--- src/rtl/conv_pkg.sv ---
// Shared types and arithmetic helpers for the streaming 2-D convolution engine.
package conv_pkg;

  typedef enum logic {
    S_KLOAD,
    S_MAP
  } state_e;

  // Accumulator width that cannot overflow for a KxK sum of products.
  function automatic int unsigned acc_width(input int unsigned data_w,
                                            input int unsigned coef_w,
                                            input int unsigned k);
    return data_w + coef_w + $clog2(k * k);
  endfunction

  // Narrow v to out_w bits: clamp to the maximum when sat is set, else wrap.
  function automatic logic [63:0] narrow(input logic [63:0] v,
                                         input int unsigned out_w,
                                         input bit          sat);
    logic [63:0] lim;
    logic [63:0] res;
    lim = (out_w >= 64) ? '1 : ((64'd1 << out_w) - 64'd1);
    if (sat && (v > lim)) res = lim;
    else                  res = v & lim;
    return res;
  endfunction

endpackage

--- src/rtl/conv_line_buffer.sv ---
// One map row of delay: a DEPTH-entry shift register advanced by en_i.
module conv_line_buffer #(
  parameter int unsigned DATA_W = 8,
  parameter int unsigned DEPTH  = 5
) (
  input  logic              clk,
  input  logic              rst,
  input  logic              en_i,
  input  logic [DATA_W-1:0] din_i,
  output logic [DATA_W-1:0] dout_o
);

  logic [DATA_W-1:0] mem_q [DEPTH];

  always_ff @(posedge clk) begin
    if (rst) begin
      for (int unsigned i = 0; i < DEPTH; i++) mem_q[i] <= '0;
    end else if (en_i) begin
      mem_q[0] <= din_i;
      for (int unsigned i = 1; i < DEPTH; i++) mem_q[i] <= mem_q[i-1];
    end
  end

  assign dout_o = mem_q[DEPTH-1];

endmodule

--- src/rtl/conv2d_stream.sv ---
// Streaming KxK valid-mode convolution over NxN frames with valid/ready output.
// Define CONV_SAT_EN to clamp results to the output range instead of wrapping.
module conv2d_stream
  import conv_pkg::*;
#(
  parameter  int unsigned N      = 5,
  parameter  int unsigned K      = 3,
  parameter  int unsigned DATA_W = 8,
  parameter  int unsigned COEF_W = 8,
  parameter  int unsigned OUT_W  = 8,
  parameter  int unsigned SHIFT  = 0,
  localparam int unsigned M      = N - K + 1,
  localparam int unsigned IDX_W  = (M * M > 1) ? $clog2(M * M) : 1
) (
  input  logic              clk,
  input  logic              rst,
  input  logic              kern_valid,
  input  logic [COEF_W-1:0] kern_data,
  output logic              kern_ready,
  input  logic              kern_reload,
  input  logic              map_valid,
  input  logic [DATA_W-1:0] map_data,
  output logic              map_ready,
  output logic              out_valid,
  output logic [OUT_W-1:0]  out_data,
  output logic [IDX_W-1:0]  out_index,
  output logic              out_last,
  input  logic              out_ready
);

  localparam int unsigned PROD_W = DATA_W + COEF_W;
  localparam int unsigned ACC_W  = acc_width(DATA_W, COEF_W, K);
  localparam int unsigned RC_W   = $clog2(N);
  localparam int unsigned KC_W   = $clog2(K);

  localparam logic [RC_W-1:0]  LAST_RC   = RC_W'(N - 1);
  localparam logic [RC_W-1:0]  FIRST_WIN = RC_W'(K - 1);
  localparam logic [KC_W-1:0]  LAST_K    = KC_W'(K - 1);
  localparam logic [IDX_W-1:0] LAST_IDX  = IDX_W'(M * M - 1);

`ifdef CONV_SAT_EN
  localparam bit SAT = 1'b1;
`else
  localparam bit SAT = 1'b0;
`endif

  state_e state_q, state_d;

  logic [KC_W-1:0]   kr_q, kc_q;
  logic [COEF_W-1:0] kern_q [K][K];

  logic [RC_W-1:0]   row_q, col_q;
  logic [IDX_W-1:0]  oidx_q;

  logic [K-1:0][DATA_W-1:0] tap;
  logic [DATA_W-1:0] win_q [K][K];
  logic              win_vld_q, win_last_q;
  logic [IDX_W-1:0]  win_idx_q;

  logic              out_valid_q, out_last_q;
  logic [OUT_W-1:0]  out_data_q;
  logic [IDX_W-1:0]  out_index_q;

  logic              adv, kern_acc, map_acc, win_done, reload_ok;
  logic [PROD_W-1:0] prod;
  logic [ACC_W-1:0]  acc, acc_sh;
  logic [OUT_W-1:0]  res;

  // The whole pipeline advances together; only a held output result stalls it.
  assign adv        = !(out_valid_q && !out_ready);
  assign kern_ready = (state_q == S_KLOAD) && !rst;
  assign map_ready  = (state_q == S_MAP) && adv;
  assign kern_acc   = kern_valid && kern_ready;
  assign map_acc    = map_valid && map_ready;
  assign win_done   = map_acc && (row_q >= FIRST_WIN) && (col_q >= FIRST_WIN);
  assign reload_ok  = (state_q == S_MAP) && kern_reload && (row_q == '0) && (col_q == '0)
                      && !win_vld_q && !out_valid_q && !map_acc;

  always_comb begin
    state_d = state_q;
    case (state_q)
      S_KLOAD: if (kern_acc && (kr_q == LAST_K) && (kc_q == LAST_K)) state_d = S_MAP;
      S_MAP:   if (reload_ok) state_d = S_KLOAD;
      default: state_d = S_KLOAD;
    endcase
  end

  always_ff @(posedge clk) begin
    if (rst) state_q <= S_KLOAD;
    else     state_q <= state_d;
  end

  always_ff @(posedge clk) begin
    if (rst) begin
      kr_q <= '0;
      kc_q <= '0;
      for (int unsigned i = 0; i < K; i++)
        for (int unsigned j = 0; j < K; j++) kern_q[i][j] <= '0;
    end else if (kern_acc) begin
      kern_q[kr_q][kc_q] <= kern_data;
      if (kc_q == LAST_K) begin
        kc_q <= '0;
        kr_q <= (kr_q == LAST_K) ? '0 : kr_q + 1'b1;
      end else begin
        kc_q <= kc_q + 1'b1;
      end
    end
  end

  always_ff @(posedge clk) begin
    if (rst) begin
      row_q  <= '0;
      col_q  <= '0;
      oidx_q <= '0;
    end else if (map_acc) begin
      if (col_q == LAST_RC) begin
        col_q <= '0;
        row_q <= (row_q == LAST_RC) ? '0 : row_q + 1'b1;
      end else begin
        col_q <= col_q + 1'b1;
      end
      if (win_done) oidx_q <= (oidx_q == LAST_IDX) ? '0 : oidx_q + 1'b1;
    end
  end

  // tap[0] is the current row; tap[i] is the same column i rows above.
  assign tap[0] = map_data;
  for (genvar g = 0; g < K - 1; g++) begin : g_lb
    conv_line_buffer #(
      .DATA_W (DATA_W),
      .DEPTH  (N)
    ) u_lb (
      .clk    (clk),
      .rst    (rst),
      .en_i   (map_acc),
      .din_i  (tap[g]),
      .dout_o (tap[g+1])
    );
  end

  always_ff @(posedge clk) begin
    if (rst) begin
      for (int unsigned i = 0; i < K; i++)
        for (int unsigned j = 0; j < K; j++) win_q[i][j] <= '0;
    end else if (map_acc) begin
      for (int unsigned i = 0; i < K; i++) begin
        for (int unsigned j = 0; j < K - 1; j++) win_q[i][j] <= win_q[i][j+1];
        win_q[i][K-1] <= tap[K-1-i];
      end
    end
  end

  always_ff @(posedge clk) begin
    if (rst) begin
      win_vld_q  <= 1'b0;
      win_idx_q  <= '0;
      win_last_q <= 1'b0;
    end else if (adv) begin
      win_vld_q  <= win_done;
      win_idx_q  <= oidx_q;
      win_last_q <= (oidx_q == LAST_IDX);
    end
  end

  always_comb begin
    acc  = '0;
    prod = '0;
    for (int unsigned i = 0; i < K; i++) begin
      for (int unsigned j = 0; j < K; j++) begin
        prod = PROD_W'(win_q[i][j]) * PROD_W'(kern_q[i][j]);
        acc  = acc + ACC_W'(prod);
      end
    end
    acc_sh = acc >> SHIFT;
    res    = OUT_W'(narrow(64'(acc_sh), OUT_W, SAT));
  end

  always_ff @(posedge clk) begin
    if (rst) begin
      out_valid_q <= 1'b0;
      out_data_q  <= '0;
      out_index_q <= '0;
      out_last_q  <= 1'b0;
    end else if (adv) begin
      out_valid_q <= win_vld_q;
      if (win_vld_q) begin
        out_data_q  <= res;
        out_index_q <= win_idx_q;
        out_last_q  <= win_last_q;
      end else begin
        out_last_q  <= 1'b0;
      end
    end
  end

  assign out_valid = out_valid_q;
  assign out_data  = out_data_q;
  assign out_index = out_index_q;
  assign out_last  = out_last_q;

endmodule

--- config.mk ---
export PLATFORM = sky130hd
export DESIGN_NAME = conv2d_stream
export DESIGN_NICKNAME = d
export VERILOG_FILES = /design/src/rtl/conv_pkg.sv /design/src/rtl/conv_line_buffer.sv /design/src/rtl/conv2d_stream.sv
export SDC_FILE = /design/constraint.sdc
export NUM_CORES = 1
export LEC_CHECK = 0
export CAP_MARGIN = 20
export CORE_MARGIN = 2
export CORE_UTILIZATION = 58
export DETAILED_ROUTE_END_ITERATION = 7
export GPL_ROUTABILITY_DRIVEN = 0
export PLACE_DENSITY = 0.89
export SYNTH_ARGS = -nofsm -noshare
export SYNTH_HDL_FRONTEND = slang
export SYNTH_SLANG_ARGS = --single-unit
--- constraint.sdc ---
create_clock -name clk -period 6.85 [get_ports clk]
set_input_delay 1.37 -clock clk [delete_from_list [all_inputs] [get_ports clk]]
set_output_delay 1.37 -clock clk [all_outputs]
set_load 0.1 [all_outputs]
==> impl_metrics.json, run 1 <==
{
  "yosys_most_used_dff": "edfxtp_1",
  "routedWlPerCell_um": 23.9,
  "utilization_pct": 69.1,
  "fillers": 1679,
  "drcViolationCount": 0,
  "max_slew_margin_pct": 30.2,
  "fin_crit_sh_pct": 113,
  "grt_pass1_wl_um": 80100,
  "clkLatencyLatePin_ns": 0.53,
  "synth_top_area_share_pct": 31.0,
  "crit_end": "out_data[7]",
  "min_path_type": "register to register",
  "end_kind": "register",
  "yosysUniqueCellTypes": 39,
  "yosysSeqAreaShare_pct": 35.2,
  "syn-instance-count": 1600,
  "cp_max_fo": 3,
  "regToRegStartpoint": "kern_q[1][3]",
  "wl_um": 52400,
  "fin_worst_skew_ns": 0.0165,
  "grt_overflow": 0,
  "critPathRequiredTime_ns": 7.30,
  "synthTopCellsByArea": "edfxtp_1, fa_1, ha_1",
  "firstDrtPassIters": 5,
  "fp-row-count": 62,
  "slew_violations": 0,
  "crit_type": "register to register",
  "clk_pin_slew_ns": 0.07,
  "drive_gt1_share_pct": 13.9,
  "synth_warnings": 0,
  "ys_ff_latch": 211,
  "drtAntennaViolNets": 0,
  "cts_buffers": 22,
  "drt_iter0_drc": 1635,
  "synth-edff-count": 176,
  "vias": 13200,
  "vias_per_cell": 6.01,
  "initial_core_util_pct": 59.2,
  "grt_pass1_vias": 14100,
  "synth_nets": 1943,
  "cts_hold_buf": 0,
  "dp_hpwl_um": 37100,
  "nNetsFinal": 2139,
  "maxCapViolCount": 0,
  "cts_buffer_depth": 3,
  "setup_ws_ns": -0.867,
  "avgSynthCellArea_sq_um": 10.6,
  "crit_arrival_ns": 8.17,
  "htreeDepth": 1,
  "layout_commonest_cell": "inv_1",
  "syn_area_sq_mm": 0.0170,
  "mostFrequentLayoutCells": "inv_1, nand2_1, and2_1",
  "async_flop_share_pct": 0,
  "leakage_nw": 9.31,
  "cp-start-kind": "register",
  "rsz0062_at_grt": "yes",
  "worst_ir_drop_vdd_v": 0.000744,
  "dieHeight_um": 175,
  "r2r_setup_slack_ns": -0.87,
  "dieArea_sq_mm": 0.0307,
  "synth_top_cell_by_area": "edfxtp_1",
  "antenna_found_initial": 1,
  "cts-root-buf": "clkbuf_16",
  "crit_path_start": "kern_q[1][3]",
  "fp.dieW_um": 175,
  "ioPinCount": 38,
  "worst_pin_slew_ns": 1.05,
  "final_cells": 2197,
  "r2r-end": "out_data[7]",
  "tritoncts": "done",
  "outcome": "finished with violations",
  "finalCriticalPeriod_ns": 7.72,
  "violations": "negative setup slack",
  "dp.cells": 2124,
  "reg2reg_depth": 25,
  "numPortBuffers": 37,
  "coreArea_sq_mm": 0.0288,
  "grtUsageTotal_pct": 34.7,
  "area_growth_pct": 16.7,
  "setup_viol": 3,
  "hold_violations": 0,
  "power_density_mw_per_mm2": 332,
  "grt_max_degree": 103,
  "fmax_ghz": 0.130,
  "cts.sinks": 211,
  "finalPower_w": 0.00660
}
[worst max-delay path: stages (launching register included)]
cell and delay, ns:
edfxtp_1 0.44, buf_4 0.18, nand2_1 0.11, fa_1 0.44, inv_2 0.12, fa_2 0.51, fa_2 0.42, fa_1 0.56
inv_1 0.06, fa_1 0.58, inv_1 0.07, fa_1 0.46, fa_1 0.50, fa_1 0.52, fa_1 0.53, inv_1 0.06
fa_2 0.36, xnor2_1 0.16, xnor2_1 0.26, xnor2_2 0.12, xnor2_2 0.17, xnor2_1 0.23, xnor3_4 0.39, xnor2_2 0.17
nand2_1 0.09, a21oi_2 0.13
[sequential cells by signal, indices dropped and copies added (netlist names)]
register	count
out_last	1
out_valid	1
win_last_q	1
state_q	1
out_data	8
row_q	3
win_vld_q	1
g_lb.u_lb.mem_q	77
kc_q	2
out_index	4
win_q	27
win_idx_q	4
kern_q	72
col_q	3
oidx_q	4
kr_q	2
[layer usage]
layer  routed length (um)  global-route usage, %
met5                    0                      0
met4                 4920                   26.4
met3                 6460                   8.64
met2                23900                   54.4
met1                17100                   41.4
[per-stage QoR]
step                setup WS (ns)  hold slack [ns]  TNS, ns  cell area, sq um
floorplan                  -0.183            0.429   -0.183             17100
global placement           -0.406            0.439   -0.427             18800
detailed placement         -0.715            0.445   -0.913             18800
CTS                        -0.687            0.456   -0.754             19800
global route                -1.06            0.471    -1.65             19900
finish                     -0.867            0.455    -1.22             19900
[cell families after synthesis]
logic type / count (synthesis) / synth area share (%)
XOR/XNOR: 138 / 7.76
flip-flops: 211 / 35.2
buffers and inverters: 287 / 6.47
adder cells (fa/ha/maj): 321 / 31.2
multiplexers: 2 / 0.118
AND/OR/NAND/NOR: 594 / 17.8
AO/OA/AOI/OAI: 47 / 1.57
[worst min-delay path by stage]
| stage | startpoint | endpoint | slack [ns] | depth (start not counted) |
|---|---|---|---|---|
| global route | out_data[6] | out_data[6] | 0.47 | 2 |
| floorplan | win_idx_q[3] | out_index[3] | 0.43 | 2 |
| global placement | win_idx_q[2] | out_index[2] | 0.44 | 2 |
| detailed placement | win_idx_q[3] | win_idx_q[3] | 0.44 | 2 |
| finish | out_index[2] | out_index[2] | 0.45 | 2 |
| CTS | out_index[1] | out_index[1] | 0.46 | 2 |
[synth_stat cells, types with 2 or more instances]
cell type and count:
a21o_1 2, a21oi_1 32, and2_1 187, and3_1 108
buf_6 3, clkbuf_1 30, dfxtp_1 35, edfxtp_1 176
fa_1 172, ha_1 149, inv_1 252, mux2i_1 2
nand2_1 227, nand2b_1 3, nand3_1 5, nand3b_1 4
nor2_1 48, nor3_1 6, o21ai_0 6, or2_1 2
xnor2_1 106, xnor3_1 5, xor2_1 24
[area by class of cell]
cell class	instances	area [sq um]	area share (%)
Multi-Input combinational cell	1102	10100	50.8
Sequential cell	211	5990	30.1
Timing Repair Buffer	206	1650	8.29
Inverter	253	950	4.78
Clock buffer	25	583	2.93
Tap cell	384	480	2.42
Clock inverter	15	131	0.661
Antenna cell	1	2.50	0.0126
[power by group]
group | total (W) | switching [W] | internal, W | leakage (nW)
clock | 0.00121 | 0.000549 | 0.000660 | 0.341
sequential | 0.00147 | 0.0000424 | 0.00143 | 2.10
combinational | 0.00391 | 0.00192 | 0.00199 | 6.87
total | 0.00660 | 0.00252 | 0.00408 | 9.31
[repair_timing]
action / 4_1_cts / 5_1_grt
pin swaps: 34 / 7
hold endpoints to repair: 0 / 0
cloned: 0 / 0
buffers inserted: 26 / 4
resized for setup: 20 / 9
endpoints found under the setup margin: 3 / 4
Note: power is estimated with default switching activity, not from simulation.
==> run 2, diff against run 1 <==
Settings changed: REMOVE_ABC_BUFFERS set to 1, SYNTH_HIERARCHICAL set to 1.
==> impl_metrics.json, run 2 <==
{
  "largest_register_ffs": 80,
  "fp-row-count": 66,
  "fillers": 2150,
  "firstDrtPassIters": 6,
  "outcome": "finished with violations",
  "hold_violations": 0,
  "maxCapViolCount": 0,
  "leakage_nw": 10.0,
  "drcViolationCount": 0,
  "area_growth_pct": 16.6,
  "clk_pin_slew_ns": 0.07,
  "syn-instance-count": 1701,
  "cp-start-kind": "register",
  "drt_iter0_drc": 1438,
  "grtUsageTotal_pct": 30.6,
  "ioPinCount": 38,
  "syn_area_sq_mm": 0.0190,
  "vias": 13400,
  "wl_um": 50700,
  "max_slew_margin_pct": 33.3,
  "initial_core_util_pct": 58.6,
  "min_path_type": "register to register",
  "dieHeight_um": 185,
  "place_area_sq_mm": 0.0208,
  "grt_pass1_vias": 14300,
  "crit_arrival_ns": 8.32,
  "synthTopCellsByArea": "edfxtp_1, fa_1, ha_1",
  "yosysSeqAreaShare_pct": 39.1,
  "cp_slowest_stage_delay_ns": 0.63,
  "power_density_mw_per_mm2": 316,
  "cts_buffers": 28,
  "reg_top3": "g_lb.u_lb/mem_q: 80 flops, kern_q: 72 flops, win_q: 72 flops",
  "power.net_switching_w": 0.00251,
  "nNetsFinal": 2244,
  "cts_buffer_depth": 3,
  "yosys_most_used_dff": "edfxtp_1",
  "crit_type": "register to register",
  "setup_viol": 3,
  "routedWlPerCell_um": 21.4,
  "fp.dieW_um": 185,
  "yosysUniqueCellTypes": 44,
  "numPortBuffers": 37,
  "synth_top_cell_by_area": "edfxtp_1",
  "htreeDepth": 1,
  "worst_pin_slew_ns": 0.995,
  "seqPwrFrac_pct": 25.7,
  "drive_gt1_share_pct": 14.0,
  "yosys-top-cells-count": "inv_1, and2_1, edfxtp_1",
  "fin_crit_sh_pct": 115,
  "slowest_stage": "fa_2",
  "grt_max_degree": 83,
  "pwr-share-clk_pct": 21.9,
  "coreArea_sq_mm": 0.0324,
  "layout_commonest_cell": "and2_1",
  "finalPower_w": 0.00701,
  "synth-edff-count": 224,
  "violations": "negative setup slack",
  "dieArea_sq_mm": 0.0342,
  "finalCriticalPeriod_ns": 7.91,
  "antenna_found_initial": 2,
  "async_flop_share_pct": 0,
  "critPathRequiredTime_ns": 7.27,
  "slew_violations": 0,
  "cp_max_fo": 3,
  "drtAntennaViolNets": 0,
  "synth_most_common_cell": "inv_1",
  "cts-root-buf": "clkbuf_16",
  "diodes": 0,
  "avgSynthCellArea_sq_um": 11.2,
  "cts.sinks": 259,
  "crit_top_cell": "fa_1",
  "grt_overflow": 0,
  "setup_ws_ns": -1.06,
  "regMostFlops": "g_lb.u_lb/mem_q",
  "vias_per_cell": 5.65,
  "fmax_ghz": 0.126,
  "p_int_w": 0.00449,
  "comb_power_share_pct": 52.4,
  "worst_ir_drop_vdd_v": 0.000660,
  "rsz0062_at_grt": "yes",
  "switching_share_pct": 35.9,
  "dp_hpwl_um": 37100,
  "synth_warnings": 6,
  "clkLatencyLatePin_ns": 0.58,
  "synth_top_area_share_pct": 35.4,
  "fin_worst_skew_ns": 0.0304,
  "tritoncts": "done",
  "design_area_sq_mm": 0.0221,
  "ys_ff_latch": 259,
  "grt_pass1_wl_um": 78100,
  "mostFrequentLayoutCells": "and2_1, inv_1, edfxtp_1",
  "end_kind": "register"
}
-- run 2: cell types whose count changed after synthesis, moves of 5 or more --
cell,delta
and3b_1,+64
nand2_1,-7
or2_1,+5
buf_2,+16
and2_1,+64
edfxtp_1,+48
clkbuf_1,-13
and3b_2,+16
xnor2_1,+9
and3_1,-99
-- run 2: worst max-delay path, delay by kind of cell, from the launching register on --
kind,cells,cell delay [ns]
simple gates,2,0.23
compound gates,3,0.46
fa+ha+maj,11,5.25
flops,1,0.46
xor+xnor,5,0.91
buf+inv,6,0.42
-- run 2: layout make-up --
cell class,count,area [sq um],area share (%)
Clock inverter,14,159,0.718
Multi-Input combinational cell,1155,10600,48.0
Sequential cell,259,7430,33.5
Clock buffer,38,778,3.51
Timing Repair Buffer,204,1650,7.45
Inverter,253,950,4.29
Tap cell,442,553,2.50
-- run 2: power by group through the flow --
stage | registers, W | logic, W | clock network (W)
2_1_floorplan | 0.00182 | 0.00226 | 0
3_3_place_gp | 0.00183 | 0.00299 | 0
3_5_place_dp | 0.00183 | 0.00318 | 0
4_1_cts | 0.00180 | 0.00329 | 0.00154
5_1_grt | 0.00180 | 0.00401 | 0.00160
6_report | 0.00180 | 0.00367 | 0.00153
-- run 2: path summary, 6_finish.rpt --
path                               startpoint           to  slack [ns]  depth (start not counted)
worst max-delay path            kern_q[1][11]  out_data[7]       -1.06                         27
worst min-delay path              out_data[3]  out_data[3]        0.45                          2
worst max register to register  kern_q[1][11]  out_data[7]       -1.06                         27
worst min register to register    out_data[3]  out_data[3]        0.45                          2
-- run 2: cell families (layout without fill, tap and decap cells) --
group | after synthesis | count (layout) | synth area share [%]
simple gates | 644 | 644 | 18.9
fa+ha+maj | 321 | 321 | 28.0
buf+inv | 287 | 509 | 5.79
flops | 259 | 259 | 39.1
xor+xnor | 142 | 142 | 6.74
compound gates | 46 | 46 | 1.36
mux | 2 | 2 | 0.105
-- run 2: timing repair --
action,CTS,global route
resized for setup,18,22
gates cloned,0,0
buffers inserted,18,4
endpoints found under the hold margin,0,0
setup endpoints to repair,3,4
hold buffers,0,0
pin swaps,48,35
-- run 2: metal layers --
| layer | vias to the layer above | share of wire [%] | global-route usage [%] |
|---|---|---|---|
| met4 | 2 | 8.3 | 21.3 |
| li1 | 5809 | - | - |
| met5 | - | 0.022 | 0 |
| met1 | 6473 | 35 | 36.3 |
| met2 | 814 | 47 | 50.3 |
| met3 | 267 | 9.4 | 6.08 |
-- run 2: metrics by stage --
| step | instances | utilization [%] | hold WS (ns) | TNS (ns) | setup slack (ns) |
|---|---|---|---|---|---|
| global placement | 2289 | 64.4 | 0.442 | -0.866 | -0.866 |
| CTS | 2360 | 68.0 | 0.453 | -1.05 | -0.900 |
| global route | 2365 | 68.4 | 0.479 | -1.82 | -1.21 |
| floorplan | 1667 | - | 0.426 | -0.690 | -0.690 |
| finish | 2365 | 68.4 | 0.452 | -1.32 | -1.06 |
| detailed placement | 2290 | 64.4 | 0.445 | -1.35 | -1.14 |
